`src/rtl/mem_rw_sched.sv`:
```
// Read/write scheduler: shares one DDR controller burst port between the
// write arbiter and the read arbiter, one burst at a time. It alternates
// direction on ties and inserts a turnaround gap after every burst.
// Optional watchdog: define MEM_RW_SCHED_WDOG_EN to abort bursts that
// never finish.
module mem_rw_sched #(
  parameter int unsigned MEM_DATA_BITS = 32,
  parameter int unsigned ADDR_BITS     = 25,
  parameter int unsigned TURN_CYCLES   = 2,
  parameter int unsigned WDOG_CYCLES   = 8000
) (
  input  logic                     mem_clk,
  input  logic                     rst_n,
  input  logic                     wr_burst_req,
  input  logic [9:0]               wr_burst_len,
  input  logic [ADDR_BITS-1:0]     wr_burst_addr,
  output logic                     wr_burst_data_req,
  input  logic [MEM_DATA_BITS-1:0] wr_burst_data,
  output logic                     wr_burst_finish,
  input  logic                     rd_burst_req,
  input  logic [9:0]               rd_burst_len,
  input  logic [ADDR_BITS-1:0]     rd_burst_addr,
  output logic                     rd_burst_data_valid,
  output logic [MEM_DATA_BITS-1:0] rd_burst_data,
  output logic                     rd_burst_finish,
  output logic                     ctl_wr_burst_req,
  output logic [9:0]               ctl_wr_burst_len,
  output logic [ADDR_BITS-1:0]     ctl_wr_burst_addr,
  input  logic                     ctl_wr_burst_data_req,
  output logic [MEM_DATA_BITS-1:0] ctl_wr_burst_data,
  input  logic                     ctl_wr_burst_finish,
  output logic                     ctl_rd_burst_req,
  output logic [9:0]               ctl_rd_burst_len,
  output logic [ADDR_BITS-1:0]     ctl_rd_burst_addr,
  input  logic                     ctl_rd_burst_data_valid,
  input  logic [MEM_DATA_BITS-1:0] ctl_rd_burst_data,
  input  logic                     ctl_rd_burst_finish,
  output logic                     err_len,
  output logic                     err_timeout
);

  if (TURN_CYCLES == 0 || TURN_CYCLES > 15 || WDOG_CYCLES == 0 || WDOG_CYCLES > 65535) begin : g_cfg_check
    $error("mem_rw_sched: TURN_CYCLES must be 1..15 and WDOG_CYCLES 1..65535");
  end

  typedef enum logic [1:0] {IDLE, WR_ACT, RD_ACT, TURN} state_e;

  state_e                 state_q, state_d;
  logic                   last_wr_q, last_wr_d;
  logic                   ctl_wr_req_q, ctl_wr_req_d;
  logic                   ctl_rd_req_q, ctl_rd_req_d;
  logic [9:0]             wr_len_q, wr_len_d, rd_len_q, rd_len_d;
  logic [ADDR_BITS-1:0]   wr_addr_q, wr_addr_d, rd_addr_q, rd_addr_d;
  logic [9:0]             beat_q, beat_d;
  logic [3:0]             turn_q, turn_d;
  logic                   err_len_q, err_len_d;

  logic wr_pend, rd_pend, wr_act, rd_act, wr_beat, rd_beat, grant, wdog_fire;
  logic [9:0] beat_now;

  assign wr_pend  = wr_burst_req && (wr_burst_len != '0);
  assign rd_pend  = rd_burst_req && (rd_burst_len != '0);
  assign wr_act   = (state_q == WR_ACT);
  assign rd_act   = (state_q == RD_ACT);
  assign wr_beat  = wr_act && ctl_wr_burst_data_req;
  assign rd_beat  = rd_act && ctl_rd_burst_data_valid;
  // A beat arriving together with finish still counts toward the length check.
  assign beat_now = beat_q + {9'd0, (wr_beat || rd_beat)};

  assign wr_burst_data_req   = wr_beat;
  assign ctl_wr_burst_data   = wr_act ? wr_burst_data : '0;
  assign rd_burst_data_valid = rd_beat;
  assign rd_burst_data       = ctl_rd_burst_data;
  assign wr_burst_finish     = wr_act && (ctl_wr_burst_finish || wdog_fire);
  assign rd_burst_finish     = rd_act && (ctl_rd_burst_finish || wdog_fire);

  assign ctl_wr_burst_req  = ctl_wr_req_q;
  assign ctl_wr_burst_len  = wr_len_q;
  assign ctl_wr_burst_addr = wr_addr_q;
  assign ctl_rd_burst_req  = ctl_rd_req_q;
  assign ctl_rd_burst_len  = rd_len_q;
  assign ctl_rd_burst_addr = rd_addr_q;
  assign err_len           = err_len_q;

`ifdef MEM_RW_SCHED_WDOG_EN
  logic [15:0] wdog_q, wdog_d;
  logic        err_to_q, err_to_d;

  assign wdog_fire   = (wr_act || rd_act) && (wdog_q == 16'(WDOG_CYCLES - 1));
  assign err_timeout = err_to_q;

  // Watchdog: restarts on grant, counts active cycles; a real finish in the
  // firing cycle wins and does not flag a timeout.
  always_comb begin
    wdog_d   = wdog_q;
    err_to_d = err_to_q;
    if (grant) wdog_d = '0;
    else if (wr_act || rd_act) wdog_d = wdog_q + 16'd1;
    if (wdog_fire && !(wr_act && ctl_wr_burst_finish) && !(rd_act && ctl_rd_burst_finish))
      err_to_d = 1'b1;
  end

  // Watchdog registers.
  always_ff @(posedge mem_clk or negedge rst_n) begin
    if (!rst_n) begin
      wdog_q   <= '0;
      err_to_q <= 1'b0;
    end else begin
      wdog_q   <= wdog_d;
      err_to_q <= err_to_d;
    end
  end
`else
  assign wdog_fire   = 1'b0;
  assign err_timeout = 1'b0;
`endif

  // Next-state: grant arbitration, command latching, beat counting, turnaround.
  always_comb begin
    state_d      = state_q;
    last_wr_d    = last_wr_q;
    ctl_wr_req_d = ctl_wr_req_q;
    ctl_rd_req_d = ctl_rd_req_q;
    wr_len_d     = wr_len_q;
    wr_addr_d    = wr_addr_q;
    rd_len_d     = rd_len_q;
    rd_addr_d    = rd_addr_q;
    beat_d       = beat_q;
    turn_d       = '0;
    err_len_d    = err_len_q;
    grant        = 1'b0;
    case (state_q)
      IDLE: begin
        if (wr_pend && (!rd_pend || !last_wr_q)) begin
          grant        = 1'b1;
          state_d      = WR_ACT;
          ctl_wr_req_d = 1'b1;
          wr_len_d     = wr_burst_len;
          wr_addr_d    = wr_burst_addr;
          last_wr_d    = 1'b1;
          beat_d       = '0;
        end else if (rd_pend) begin
          grant        = 1'b1;
          state_d      = RD_ACT;
          ctl_rd_req_d = 1'b1;
          rd_len_d     = rd_burst_len;
          rd_addr_d    = rd_burst_addr;
          last_wr_d    = 1'b0;
          beat_d       = '0;
        end
      end
      WR_ACT: begin
        beat_d = beat_now;
        if (ctl_wr_burst_data_req) ctl_wr_req_d = 1'b0;
        if (ctl_wr_burst_finish) begin
          if (beat_now != wr_len_q) err_len_d = 1'b1;
          ctl_wr_req_d = 1'b0;
          state_d      = TURN;
        end else if (wdog_fire) begin
          ctl_wr_req_d = 1'b0;
          state_d      = TURN;
        end
      end
      RD_ACT: begin
        beat_d = beat_now;
        if (ctl_rd_burst_data_valid) ctl_rd_req_d = 1'b0;
        if (ctl_rd_burst_finish) begin
          if (beat_now != rd_len_q) err_len_d = 1'b1;
          ctl_rd_req_d = 1'b0;
          state_d      = TURN;
        end else if (wdog_fire) begin
          ctl_rd_req_d = 1'b0;
          state_d      = TURN;
        end
      end
      TURN: begin
        if (turn_q == 4'(TURN_CYCLES - 1)) state_d = IDLE;
        else turn_d = turn_q + 4'd1;
      end
      default: state_d = IDLE;
    endcase
  end

  // State and command registers.
  always_ff @(posedge mem_clk or negedge rst_n) begin
    if (!rst_n) begin
      state_q      <= IDLE;
      last_wr_q    <= 1'b0;
      ctl_wr_req_q <= 1'b0;
      ctl_rd_req_q <= 1'b0;
      wr_len_q     <= '0;
      wr_addr_q    <= '0;
      rd_len_q     <= '0;
      rd_addr_q    <= '0;
      beat_q       <= '0;
      turn_q       <= '0;
      err_len_q    <= 1'b0;
    end else begin
      state_q      <= state_d;
      last_wr_q    <= last_wr_d;
      ctl_wr_req_q <= ctl_wr_req_d;
      ctl_rd_req_q <= ctl_rd_req_d;
      wr_len_q     <= wr_len_d;
      wr_addr_q    <= wr_addr_d;
      rd_len_q     <= rd_len_d;
      rd_addr_q    <= rd_addr_d;
      beat_q       <= beat_d;
      turn_q       <= turn_d;
      err_len_q    <= err_len_d;
    end
  end

endmodule

```
`config.mk`:
```
export PLATFORM = sky130hd
export DESIGN_NAME = mem_rw_sched
export DESIGN_NICKNAME = d
export VERILOG_FILES = /design/src/rtl/mem_rw_sched.sv
export SDC_FILE = /design/constraint.sdc
export NUM_CORES = 1
export LEC_CHECK = 0
export CORE_ASPECT_RATIO = 1.4
export CORE_MARGIN = 3
export CORE_UTILIZATION = 41
export DETAILED_ROUTE_END_ITERATION = 10
export PLACE_DENSITY_LB_ADDON = 0.3
export SETUP_SLACK_MARGIN = 0.02
export SYNTH_ARGS = -nofsm -noshare
export SYNTH_HDL_FRONTEND = slang
export SYNTH_SLANG_ARGS = --single-unit
```
`constraint.sdc`:
```
create_clock -name mem_clk -period 6.13 [get_ports mem_clk]
set_input_delay 1.226 -clock mem_clk [delete_from_list [all_inputs] [get_ports mem_clk]]
set_output_delay 1.226 -clock mem_clk [all_outputs]
set_load 0.1 [all_outputs]
```
==> results of run 1 <==
worst register-to-register path: cells and delay by family (launching register included):
family	cells	cell delay, ps
buf+inv	1	90
simple gates	5	1220
flops	1	410
xor+xnor	1	270
fa+ha+maj	2	970
compound gates	3	630
layer usage:
metal  vias up  share of wire [%]  global-route usage, %
met5         -                  0                      0
met4         0                2.8                   8.85
met3        39                9.7                   9.77
met2       120                 52                   36.0
met1      1847                 35                   21.5
li1       1781                  -                      -
metrics by stage:
| step | worst slack [ps] | util, % | instance area, um2 |
|---|---|---|---|
| CTS | 1800 | 62.3 | 7140 |
| global placement | 1910 | 59.9 | 6870 |
| finish | 1820 | 62.3 | 7140 |
| detailed placement | 1890 | 59.9 | 6870 |
| floorplan | 2110 | - | 4840 |
| global route | 1620 | 62.3 | 7140 |
state kept, by name, summed over array words and instances, names as in the netlist:
| signal | flops |
|---|---|
| ctl_rd_burst_addr | 25 |
| ctl_wr_burst_addr | 25 |
| beat_q | 10 |
| ctl_rd_burst_len | 10 |
| ctl_wr_burst_len | 10 |
| turn_q | 4 |
| state_q | 2 |
| ctl_rd_burst_req | 1 |
| ctl_wr_burst_req | 1 |
| err_len | 1 |
| last_wr_q | 1 |
layout by cell type, fill, tap and decap left out, types with 4 or more instances in the layout:
master / count
mux2_2: 68
a21oi_1: 6
xnor3_1: 4
a31oi_1: 4
buf_4: 4
nand2_1: 17
clkdlybuf4s50_1: 217
xnor2_1: 16
clkbuf_16: 9
ha_1: 8
a22o_1: 9
nor3_1: 8
and2_1: 39
nand4_1: 4
dfrtp_1: 90
xor2_1: 4
or3_1: 6
inv_1: 11
a21o_1: 5
nor2_1: 10
o21ai_0: 11
nand3_1: 4
layout make-up:
cell class	instances	area (um2)
Clock inverter	4	28.8
Inverter	12	45.0
Clock buffer	11	243
Timing Repair Buffer	221	2200
Sequential cell	90	2250
Fill cell	912	4320
Tap cell	144	180
Multi-Input combinational cell	263	2190
kinds of logic (layout without fill, tap and decap cells):
logic type / Yosys count / in the layout / share of synthesized area, %
adders and majority gates: 8 / 8 / 2.07
muxes: 71 / 71 / 16.4
other: 1 / 1 / 0.0774
buffers and inverters: 66 / 248 / 8.45
DFF: 90 / 90 / 46.5
xor gates and xnor gates: 24 / 24 / 5.48
and+or+nand+nor: 104 / 104 / 12.4
AOI/OAI and AO/OA: 55 / 55 / 8.63
worst min-delay path by stage:
stage              start         to  slack (ps)  depth (start not counted)
3_3_place_gp     err_len    err_len         470                          1
6_report         err_len    err_len         480                          1
3_5_place_dp     err_len    err_len         470                          1
2_1_floorplan  turn_q[0]  turn_q[0]         460                          1
5_1_grt          err_len    err_len         530                          1
4_1_cts          err_len    err_len         480                          1
==> impl_metrics.json, run 1 <==
{
  "cp_num_buf_inv": 2,
  "rsz0062_at_grt": "false",
  "netlist.area_leader.share_pct": 46.5,
  "dp_cells": 730,
  "grt_pass1_wl_um": 21600,
  "synth_cells": 419,
  "clock_latency_ps": 340,
  "synth_warnings": 0,
  "antenna_found_initial": 0,
  "final_cells": 745,
  "post_cts_buffers": 0,
  "path_cells": "inv_1 -> ha_1 -> and2_1 -> clkdlybuf4s50_1",
  "die_x_um": 97.8,
  "fin_crit_ps": 4310,
  "ioPinCount": 284,
  "clkTransAtPathRegs_ps": 60,
  "io_buffers": 218,
  "drc": 0,
  "grt_pass1_vias": 4222,
  "status": "finished clean",
  "fin_setup_tns_ps": 0,
  "fmax_mhz": 232,
  "slew_violations": 0,
  "slowest_stage": "clkdlybuf4s50_1",
  "vias_per_cell": 5.08,
  "synth_seq_area_share_pct": 46.5,
  "worstMarginPinSlew_ps": 1040,
  "htree_levels": 3,
  "area_growth_pct": 47.4,
  "wl_um": 13500,
  "synth_enable_flop_cells": 0,
  "hold_viol": 0,
  "diodes": 0,
  "crit_family": "buffers and inverters",
  "critical_path_depth": 4,
  "layout-drive-gt1-share_pct": 16.1,
  "finalSetupViolCount": 0,
  "synth.most_common_cell": "dfrtp_1",
  "crit_start": "state_q[1]",
  "num_rows": 46,
  "crit_required_ps": 4900,
  "nets": 747,
  "core_um2": 11500,
  "wl_per_cell_um": 18.2,
  "netlist_area_um2": 4840,
  "drtIter0Drc": 132,
  "cts.path.max_buffers": 2,
  "start_kind": "flop",
  "grt_max_degree": 68,
  "cp-endpoint": "ctl_wr_burst_data[8]",
  "cts.sinks": 90,
  "synth_area_leaders": "dfrtp_1 47%, mux2_2 16%, buf_4 6.0%, and2_1 5.0%, xnor2_1 2.9%",
  "die_area_um2": 13200,
  "start_util_pct": 42.3,
  "cts_tree": "built",
  "track_usage_pct": 20.8,
  "drtPass1Iterations": 4,
  "fp.dieH_um": 135,
  "max_stage_delay_ps": 1160,
  "worstPathArrival_ps": 3080,
  "gr-total-overflow": 0,
  "r2r_start": "state_q[1]",
  "end_kind": "output pin",
  "maxSlewHeadroom_pct": 30.2,
  "r2r_slack_ps": 2410,
  "crit_path_max_fanout": 38,
  "root_buffer": "clkbuf_16",
  "synth_cell_types": 55,
  "crit_type": "reg -> out",
  "hold-worst-slack_ps": 482,
  "reg2reg_to": "err_len",
  "synth_common_cells": "90 x dfrtp_1, 68 x mux2_2, 39 x and2_1, 39 x buf_4, 17 x nand2_1",
  "async_flop_share_pct": 100,
  "postCtsHoldBufs": 0,
  "synth_seq_cells": 90,
  "gp_congestion": 0.841,
  "finClkSkew_ps": 5.38,
  "synth_area_per_cell_um2": 11.6,
  "hold_path_class": "reg -> reg",
  "antenna_left": 0,
  "vias": 3787,
  "cts_buffers": 9,
  "timing.final.crit_share_pct": 70.2,
  "dp_hpwl_um": 10700,
  "yosysTopAreaCell": "dfrtp_1",
  "syn_nets": 569,
  "drv_cap": 0,
  "ctsResizeCount": 0,
  "synth_flop_cell": "dfrtp_1",
  "r2r_cells": 12
}
Power of run 1 is not shown: default switching activity piles up to over one toggle a cycle in this logic, so the estimate is an artifact.
==> run 2, diff against run 1 <==
- CORE_UTILIZATION: 41 -> 38
- clock period: 6.13 -> 4.3 ns (I/O delays scaled with it)
==> run 2 against run 1 <==
  * Cell count rose by 1.2%
  * Core utilization fell by 4.9 points
  * Critical path type is now in -> reg
  * Via count rose by 0.98%
  * Global-route usage fell by 1.4 points
==> impl_metrics.json, run 2 (same netlist as run 1, synthesis figures left out) <==
{
  "die_x_um": 101,
  "hold_path_class": "reg -> reg",
  "drtIter0Drc": 146,
  "gr-total-overflow": 0,
  "antenna_found_initial": 0,
  "clock_latency_ps": 340,
  "drc": 0,
  "wl_per_cell_um": 18.2,
  "pre_cts_ws_ps": 649,
  "gp_congestion": 0.900,
  "htree_levels": 3,
  "wl_um": 13700,
  "crit_required_ps": 4520,
  "cts.sinks": 90,
  "layout_commonest_cell": "clkdlybuf4s50_1",
  "cts.path.max_buffers": 2,
  "r2r_cells": 12,
  "vias": 3824,
  "clkTransAtPathRegs_ps": 60,
  "status": "finished clean",
  "start_kind": "primary input",
  "fin_crit_ps": 3360,
  "maxSlewHeadroom_pct": 31.0,
  "fin_ws_ps": 941,
  "register_area_um2": 2250,
  "finClkSkew_ps": 7.20,
  "fin_setup_tns_ps": 0,
  "vias_per_cell": 5.07,
  "cts_tree": "built",
  "antenna_left": 0,
  "ctsResizeCount": 0,
  "num_rows": 48,
  "layout-drive-gt1-share_pct": 22.7,
  "rsz0062_at_grt": "false",
  "die_area_um2": 14200,
  "root_buffer": "clkbuf_16",
  "crit_type": "in -> reg",
  "start_util_pct": 39.1,
  "dp_hpwl_um": 10800,
  "grt_pass1_wl_um": 21500,
  "track_usage_pct": 19.4,
  "core_um2": 12400,
  "fin_util_pct": 57.4,
  "grt_max_degree": 71,
  "io_buffers": 218,
  "diodes": 0,
  "timing.final.crit_share_pct": 78.1,
  "worstPathArrival_ps": 3580,
  "grt_pass1_vias": 4072,
  "multi_input_area_um2": 2190,
  "ioPinCount": 284,
  "drv_cap": 0,
  "fmax_mhz": 298,
  "hold_viol": 0,
  "slew_violations": 0,
  "final_cell_mix": "181 x clkdlybuf4s50_1, 90 x dfrtp_1, 68 x mux2_2",
  "nets": 749,
  "end_kind": "flop",
  "drtPass1Iterations": 4,
  "whs_path_depth": 1,
  "fp.dieH_um": 140,
  "postCtsHoldBufs": 0,
  "area_growth_pct": 46.6,
  "worstMarginPinSlew_ps": 1030,
  "post_cts_buffers": 0,
  "n_fill_cell": 1039,
  "finalSetupViolCount": 0,
  "cts_buffers": 9,
  "crit_path_max_fanout": 7
}
## run 2: cell count changes in the layout (fill, tap and decap cells not counted), sizes merged
cell / previous run / this run
clkbuf: 11 / 10
inv: 12 / 14
buf: 4 / 42
clkinv: 2 / 3
clkdlybuf4s50: 217 / 181
bufinv: 0 / 1
clkinvlp: 2 / 0
## run 2: worst paths after layout
path / startpoint / end / slack (ps)
min in group asynchronous: rst_n / ctl_rd_burst_addr[14] / 630
max in group asynchronous: rst_n / ctl_wr_burst_addr[4] / 2830
worst max register to register: state_q[0] / err_len / 1080
worst min-delay path: err_len / err_len / 480
worst min register to register: err_len / err_len / 480
worst max-delay path: ctl_rd_burst_data_valid / err_len / 940
## run 2: area by class of cell
cell class | instances | area share, %
sequential | 90 | 31.7
multi-input combinational | 263 | 30.8
timing repair buffer | 223 | 30.0
clock buffer | 10 | 3.37
tap | 150 | 2.64
clock inverter | 6 | 0.881
inverter | 12 | 0.634
## run 2: worst max-delay path: stages
cell and delay, ps:
clkdlybuf4s50_1 490, and2_1 150, or2_2 150, ha_1 180, nand4_1 290, nor2_2 330
xnor3_1 280, a2111oi_2 410, a31oi_1 160, nor3_1 200, o21bai_1 80
## run 2: through the flow
step	cells	hold slack (ps)	cell area [um2]
6_report	754	485	7100
5_1_grt	754	504	7100
4_1_cts	754	490	7100
3_5_place_dp	738	473	6800
3_3_place_gp	738	481	6800
2_1_floorplan	419	461	4840
## run 2: per-layer routing
metal	global-route usage (%)	up-vias	routed length, um
met3	3.91	44	871
met1	22.6	1855	5070
li1	-	1790	-
met4	9.24	0	448
met2	33.3	135	7350
met5	0	-	0
Power of run 2 is left out for the same reason.
